### src/rtl/param_memory.sv
// Simple dual-port synchronous memory with reset-driven init (entry i <= i),
// read-valid flag, selectable read-during-write policy and address-range flagging.
module param_memory #(
  parameter int DATA_W   = 15,
  parameter int DEPTH    = 8,
  parameter int ADDR_W   = 4,
  parameter int RDW_MODE = 0
) (
  input  logic              clock,
  input  logic              reset,
  input  logic [DATA_W-1:0] data,
  input  logic [ADDR_W-1:0] w_addr,
  input  logic [ADDR_W-1:0] r_addr,
  input  logic              wen,
  input  logic              ren,
  output logic [DATA_W-1:0] q,
  output logic              q_valid,
  output logic              busy,
  output logic              addr_err
);

  localparam int IDX_W = (DEPTH > 1) ? $clog2(DEPTH) : 1;
  localparam logic [ADDR_W:0] DEPTH_C = (ADDR_W+1)'(DEPTH);
  localparam logic [ADDR_W:0] LAST_C  = (ADDR_W+1)'(DEPTH - 1);

  typedef enum logic {ST_INIT, ST_READY} state_t;

  state_t            r_state;
  logic [ADDR_W:0]   r_cnt;
  logic [DATA_W-1:0] r_mem [DEPTH];
  logic [DATA_W-1:0] r_q;
  logic              r_q_valid;
  logic              r_busy;
  logic              r_addr_err;

  logic              w_wr_in;
  logic              w_rd_in;
  logic              w_wr_ok;
  logic              w_rd_ok;
  logic              w_same;
  logic [DATA_W-1:0] w_init_data;
  logic [DATA_W-1:0] w_rd_data;
  logic              w_mem_we;
  logic [IDX_W-1:0]  w_mem_addr;
  logic [DATA_W-1:0] w_mem_wdata;

  // Init value is the counter modulo 2**DATA_W.
  if (DATA_W > ADDR_W) begin : g_init_ext
    assign w_init_data = DATA_W'(r_cnt);
  end else begin : g_init_trunc
    assign w_init_data = r_cnt[DATA_W-1:0];
  end

  assign w_wr_in = ({1'b0, w_addr} < DEPTH_C);
  assign w_rd_in = ({1'b0, r_addr} < DEPTH_C);
  assign w_wr_ok = (r_state == ST_READY) && wen && w_wr_in;
  assign w_rd_ok = (r_state == ST_READY) && ren && w_rd_in;
  assign w_same  = w_wr_ok && (w_addr == r_addr);

  // The array read sees the pre-edge contents, which gives old-data behaviour.
  assign w_rd_data = ((RDW_MODE != 0) && w_same) ? data : r_mem[r_addr[IDX_W-1:0]];

  always_comb begin
    w_mem_we    = 1'b0;
    w_mem_addr  = '0;
    w_mem_wdata = '0;
    if ((r_state == ST_INIT) && !reset) begin
      w_mem_we    = 1'b1;
      w_mem_addr  = r_cnt[IDX_W-1:0];
      w_mem_wdata = w_init_data;
    end else if (w_wr_ok) begin
      w_mem_we    = 1'b1;
      w_mem_addr  = w_addr[IDX_W-1:0];
      w_mem_wdata = data;
    end
  end

  // Storage has no reset; the init sequencer rewrites every entry instead.
  always_ff @(posedge clock) begin
    if (w_mem_we) begin
      r_mem[w_mem_addr] <= w_mem_wdata;
    end
  end

  always_ff @(posedge clock or posedge reset) begin
    if (reset) begin
      r_state    <= ST_INIT;
      r_cnt      <= '0;
      r_q        <= '0;
      r_q_valid  <= 1'b0;
      r_busy     <= 1'b1;
      r_addr_err <= 1'b0;
    end else if (r_state == ST_INIT) begin
      r_cnt      <= r_cnt + 1'b1;
      r_q_valid  <= 1'b0;
      r_addr_err <= 1'b0;
      if (r_cnt == LAST_C) begin
        r_state <= ST_READY;
        r_busy  <= 1'b0;
      end
    end else begin
      r_q_valid  <= w_rd_ok;
      r_addr_err <= (wen && !w_wr_in) || (ren && !w_rd_in);
      if (w_rd_ok) begin
        r_q <= w_rd_data;
      end
    end
  end

  assign q        = r_q;
  assign q_valid  = r_q_valid;
  assign busy     = r_busy;
  assign addr_err = r_addr_err;

endmodule

### config.mk
export PLATFORM = sky130hd
export DESIGN_NAME = param_memory
export DESIGN_NICKNAME = d
export VERILOG_FILES = /design/src/rtl/param_memory.sv
export SDC_FILE = /design/constraint.sdc
export NUM_CORES = 1
export LEC_CHECK = 0
export ABC_AREA = 1
export ABC_CLOCK_PERIOD_IN_PS = 5100
export BUFFER_PORTS_ARGS = -buffer_cell sky130_fd_sc_hd__buf_2
export CAP_MARGIN = 10
export CORE_ASPECT_RATIO = 0.9
export CORE_MARGIN = 1
export CORE_UTILIZATION = 25
export CTS_BUF_LIST = sky130_fd_sc_hd__clkbuf_16
export CTS_CLUSTER_DIAMETER = 40
export DETAILED_ROUTE_END_ITERATION = 8
export GPL_TIMING_DRIVEN = 0
export HOLD_SLACK_MARGIN = 0.03
export PLACE_DENSITY = 0.37
export RECOVER_POWER = 50
export SYNTH_ARGS = -nofsm -noshare
export SYNTH_HDL_FRONTEND = slang
export SYNTH_SLANG_ARGS = --single-unit
### constraint.sdc
create_clock -name clock -period 5.1 [get_ports clock]
set_input_delay 0 -clock clock [delete_from_list [all_inputs] [get_ports clock]]
set_output_delay 0 -clock clock [all_outputs]
set_load 0.005 [all_outputs]
==> flow_summary.ini, run 1 <==
[worst_hold_path]
worst_hold_path_type = primary input to flip-flop
hold-path-cell-count = 3

[floorplanning]
num_rows = 54
fp.dieArea_um2 = 25600
die_height_um = 152
core_area_um2 = 24300
initial_core_util_pct = 25.6
io_pins = 45
width_of_the_chip_um = 168

[clocking]
post_cts.repair.setup_buffers = 0
cts_stage_hold_buffer_count = 8
worst_setup_hold_path_clk_slew_ps = 60
clock_tree.root_cell = clkbuf_16
cts_sinks = 144
cts-buffers-inserted = 17
max_clock_buf_depth = 2
clk-insertion-delay-late_ps = 420
cts_resized = 0
cts_tree = built
cts-htree-levels = 4

[place]
dp_hpwl_mm = 11.2
port_buffers = 42
gp_routability_congestion = 0.705

[power]
power_density_normalized_to_cell_area_nw_per_um2 = 367
finalPower_uw = 2780
power_leakage_uw = 0.00338
vdd_drop_max_mv = 0.204

[run_status]
status = complete, no violations

[finish]
antenna_cells = 0
flow.area_growth_from_synthesis_pct = 21.4
final_cell_mix = nand2_1 (199), edfxtp_1 (120), inv_1 (117)
num-fill-cells = 2548
drive_above_1_share_pct = 13.4
nets = 723
mostFrequentLayoutCell = nand2_1

[synth]
netlist-cell-type-count = 28
synth_fp_nets = 645
number_of_warnings_printed_during_yosys_synthesis = 0
avgSynthCellArea_um2 = 10.1
sequential_share_of_the_synthesized_area_pct = 67.5
synth_cells = 617
postSynthRegisterBits = 144
synth_area_um2 = 6230

[global_routing]
grtUsageMet3_pct = 3.27
grtUsageMet2_pct = 23.7
antenna_found_initial = 0
grt_use_total_pct = 13.8
globalRouteOverflowTotal = 0
grt.met1_usage_pct = 17.2
global_route.peak_usage_layer = met2
number_of_global_route_vias_before_repair = 4256
wire_length_of_the_first_global_routing_pass_mm = 24.8
grt_max_degree = 27

[job]
cap_viol_max_count = 0

[routing]
drt_first_pass_iters = 5
vias = 4305
drt.antenna.violating_nets = 0
post-route-drc-count = 0
drt_first_iter_violations = 306
wirelength_mm = 16.5
detail_route.vias_per_cell = 4.24
wire_per_inst_um = 16.3

[timing]
timing_hold_violations_final = 0
tightest_slew_ps = 1030
post-route-period-util_pct = 51.2
min_period_ps = 2610
setup_viol = 0
rsz0062_at_grt = false
max_slew_margin_pct = 31.3
hold_slack_ps = 51.5
tns_ps = 0
slew_violations = 0
max_clock_freq_ghz = 0.383
fin_skew_ps = 7.59

[worst_setup_path]
regToRegSetupSlack_ps = 2490
worst_r2r_path_depth = 6
required_ps = 5130
crit_arrival_ps = 2640
classification_of_the_worst_setup_path = flip-flop to flip-flop
critPathCaptureType = flip-flop
critical_path.startpoint_type = flip-flop
path_max_fanout = 14
[worst max-delay path, cell delays in order (launching register included)]
cell        delay (ps)
dfrtp_1            440
nand3_1            290
clkinvlp_2         300
nand2_2            100
nand2_1            120
nor2_1             180
clkbuf_1           790
[cell usage after synthesis]
library cell / count / area [um^2]
nor3_1: 1 / 5.00
inv_2: 3 / 11.3
nand3_2: 2 / 20.0
nor2_1: 18 / 67.6
clkinv_2: 1 / 5.00
clkbuf_2: 1 / 5.00
nand2_4: 1 / 11.3
nand2_1: 197 / 739
inv_1: 114 / 428
o22ai_1: 2 / 12.5
ha_1: 1 / 12.5
nand2_2: 3 / 18.8
edfxtp_1: 120 / 3600
buf_4: 2 / 15.0
a21oi_1: 1 / 5.00
nor2_8: 1 / 20.0
clkbuf_1: 6 / 22.5
o21ai_0: 6 / 30.0
dfrtp_1: 23 / 576
buf_6: 2 / 22.5
nand4_1: 2 / 12.5
inv_4: 1 / 6.26
nand3_1: 90 / 450
xnor2_1: 1 / 8.76
xor2_1: 3 / 26.3
buf_2: 12 / 60.1
dfstp_2: 1 / 26.3
buf_1: 2 / 7.51
[final timing paths]
path / startpoint / to
worst min-delay path: data[5] / r_mem[6][5]$_DFFE_PP_
worst max-delay path: r_state$_DFF_PP0_ / r_mem[4][7]$_DFFE_PP_
worst max register to register: r_state$_DFF_PP0_ / r_mem[4][7]$_DFFE_PP_
min in group asynchronous: reset / q[0]$_DFFE_PP0P_
max in group asynchronous: reset / q[8]$_DFFE_PP0P_
worst min register to register: busy$_DFFE_PP1P_ / busy$_DFFE_PP1P_
[metal layers]
metal,wire (um),vias up,share of wire (%)
li1,-,2120,-
met1,7570,2072,46
met2,8120,99,49
met3,649,14,3.9
met4,177,0,1.1
met5,0,-,0
[layout make-up]
class	count	area, um^2	share of cell area, %
flip-flops and latches	144	4210	55.6
clock buffers	17	425	5.62
clock inverters	15	169	2.23
inverters	119	449	5.94
multi-input cells	329	1410	18.7
well taps	308	385	5.10
plain buffers	25	125	1.65
repair buffers	59	390	5.16
[state kept, by name, indices dropped and copies added, names as in the netlist]
name,count
addr_err,1
busy,1
r_state,1
r_cnt,5
q_valid,1
q,15
r_mem,120
[stage by stage]
step	setup WS, ps	cells	util, %	cell area (um^2)
after floorplan	3020	617	-	6230
after global placement	1770	967	28.1	6820
after detailed placement	2370	975	28.6	6960
after CTS	2270	1015	31.4	7640
after global routing	2220	1016	31.1	7560
final	2490	1016	31.1	7560
[power breakdown]
part	switching, uW	internal (uW)	total (uW)
Combinational	133	65.2	198
Clock	488	766	1250
Sequential	13.9	1310	1330
[cells by family after synthesis]
kind of cell	Yosys count	synth area share (%)
AND/OR/NAND/NOR	315	21.6
adder cells (fa/ha/maj)	1	0.201
flip-flops	144	67.5
XOR/XNOR	4	0.563
buffers and inverters	144	9.36
AO/OA/AOI/OAI	9	0.763
No activity file was read; power rests on OpenSTA's default activity.
==> run 2: changes to the inputs <==
--- a/config.mk
+++ b/config.mk
@@ -6,7 +6,7 @@
 export NUM_CORES = 1
 export LEC_CHECK = 0
 export ABC_AREA = 1
-export ABC_CLOCK_PERIOD_IN_PS = 5100
+export ABC_CLOCK_PERIOD_IN_PS = 2500
 export BUFFER_PORTS_ARGS = -buffer_cell sky130_fd_sc_hd__buf_2
 export CAP_MARGIN = 10
 export CORE_ASPECT_RATIO = 0.9
==> constraint.sdc (replaced) <==
create_clock -name clock -period 2.5 [get_ports clock]
set_input_delay 0 -clock clock [delete_from_list [all_inputs] [get_ports clock]]
set_output_delay 0 -clock clock [all_outputs]
set_load 0.005 [all_outputs]
==> run 2 against run 1 <==
- the run now ends with max-capacitance violations left
- total power up 100%
- setup slack got worse by 2200 ps
- hold slack worse by 7.1 ps
- non-clock buffer count did not move
- critical path depth unchanged
- final area is essentially flat
- via count fell by 0.30%
- routed wire length increased by 0.14%
- sequential power up 100%
- highest routed layer unchanged
- sequential share of layout area about the same
- clock power rose by 100%
- clock skew is essentially flat
==> flow_summary.ini, run 2 (same netlist as run 1, synthesis figures left out) <==
[run_status]
status = finished with violations
violations_in_the_final_reports = max-capacitance violations

[global_routing]
globalRouteOverflowTotal = 0
grt_use_total_pct = 13.8
grt_max_degree = 24
number_of_global_route_vias_before_repair = 4261
antenna_found_initial = 0
wire_length_of_the_first_global_routing_pass_mm = 24.9

[worst_setup_path]
critical_path.reg2reg.endpoint = r_mem[6][8]$_DFFE_PP_
crit_arrival_ps = 2380
classification_of_the_worst_setup_path = flip-flop to flip-flop
critPathCaptureType = flip-flop
worst_r2r_path_depth = 6
path_max_fanout = 9
required_ps = 2630
regToRegSetupSlack_ps = 250
critical_path.startpoint_type = flip-flop
critical_path.reg2reg.startpoint = r_state$_DFF_PP0_

[floorplanning]
initial_core_util_pct = 25.6
num_rows = 54
fp.dieArea_um2 = 25600
core_area_um2 = 24300
width_of_the_chip_um = 168
io_pins = 45
die_height_um = 152

[timing]
setup_viol = 0
max_clock_freq_ghz = 0.444
slew_violations = 0
post-route-period-util_pct = 90.0
timing_hold_violations_final = 0
tns_ps = 0
fin_skew_ps = 7.10
rsz0062_at_grt = false
max_slew_margin_pct = 0.791
tightest_slew_ps = 1490
min_period_ps = 2250

[routing]
wire_per_inst_um = 16.3
post-route-drc-count = 0
wirelength_mm = 16.5
drt_first_iter_violations = 294
drt.antenna.violating_nets = 0
vias = 4292
drt_first_pass_iters = 5
detail_route.vias_per_cell = 4.22

[worst_hold_path]
worst_hold_path_type = primary input to flip-flop
timing.hold.worst_endpoint = r_mem[7][8]$_DFFE_PP_
hold-path-cell-count = 3
min_from = data[8]

[clocking]
post_cts.repair.setup_buffers = 0
clock_tree.root_cell = clkbuf_16
cts-buffers-inserted = 17
cts_tree = built
cts_sinks = 144
cts-htree-levels = 4
clk-insertion-delay-late_ps = 420
max_clock_buf_depth = 2
worst_setup_hold_path_clk_slew_ps = 60

[finish]
mostFrequentLayoutCell = nand2_1
final_cell_mix = nand2_1 (199), edfxtp_1 (120), inv_1 (115)
flow.area_growth_from_synthesis_pct = 21.5
nets = 723
registers.top_by_ff_count = r_mem
finish.instance_area_um2 = 7570
drive_above_1_share_pct = 14.3
largest_reg_flops = 120
antenna_cells = 0
num-fill-cells = 2545

[power]
power.net_switching_uw = 1300
cellInternalPower_uw = 4380
power_density_normalized_to_cell_area_nw_per_um2 = 750
pwr-share-clk_pct = 45.1
p_comb_share_pct = 7.2
vdd_drop_max_mv = 0.416
sequentialPowerShare_pct = 47.7
power.switching_fraction_pct = 22.9
power_leakage_uw = 0.00338

[place]
dp_hpwl_mm = 11.2
postPlaceCellArea_um2 = 6960
gp_routability_congestion = 0.705
port_buffers = 42

[job]
cap_viol_max_count = 1
run 2: cell count changes in the layout (fill, tap and decap cells not counted), moves of 2 or more:
cell        change
clkbuf_2        +2
clkinvlp_2      -2
inv_1           -2
inv_2           +2
nor2_1          -2
nor2_2          +2
run 2: power by group through the flow:
stage                     Combinational [uW]  Clock, uW  Sequential, uW
after global routing                     459       2720            2720
final                                    406       2560            2710
after floorplan                          223          0            2760
after global placement                   399          0            2760
after detailed placement                 415          0            2760
after CTS                                432       2620            2710
run 2: worst max path at each step:
stage	start	end	slack, ps	cells past startpoint
after detailed placement	reset	r_mem[6][8]$_DFFE_PP_	-230	7
after global routing	r_state$_DFF_PP0_	r_mem[5][6]$_DFFE_PP_	110	7
after global placement	reset	r_mem[6][8]$_DFFE_PP_	-830	6
final	r_state$_DFF_PP0_	r_mem[6][8]$_DFFE_PP_	250	6
after CTS	r_state$_DFF_PP0_	r_mem[6][8]$_DFFE_PP_	270	6
after floorplan	reset	r_mem[7][0]$_DFFE_PP_	420	5
run 2: critical path, cell delays in order (launching register included):
cell     delay (ps)
dfrtp_1         450
inv_2           160
nand2_1         160
o22ai_1         280
nand2_1         150
nor2_2          520
buf_8           230
run 2: through the flow:
stage / hold slack, ps / util (%) / setup WS [ps] / power (uW) / cells
2_1_floorplan: 60.1 / - / 416 / 2980 / 617
3_3_place_gp: 259 / 28.1 / -835 / 3160 / 967
3_5_place_dp: 268 / 28.6 / -227 / 3170 / 975
4_1_cts: 33.2 / 31.5 / 272 / 5760 / 1016
5_1_grt: 35.2 / 31.1 / 107 / 5900 / 1016
6_report: 44.4 / 31.1 / 250 / 5670 / 1016
run 2: what timing repair did:
| item | 4_1_cts | 5_1_grt |
|---|---|---|
| endpoints found under the hold margin | 54 | 0 |
| hold buffers | 9 | 0 |
| resized for setup | 0 | 0 |
run 2: per-layer routing:
layer | global-route usage, % | wire length [um]
met1 | 17.1 | 7620
met2 | 24.1 | 8210
met3 | 3.27 | 571
met4 | 3.95 | 141
met5 | 0 | 0
run 2: cell type report:
cell class	instances	area, um^2	share of cell area (%)
multi-input combinational	329	1420	18.8
buffer	25	125	1.65
clock buffer	17	425	5.62
timing repair buffer	59	382	5.04
tap	308	385	5.09
clock inverter	15	169	2.23
inverter	119	450	5.95
sequential	144	4210	55.6
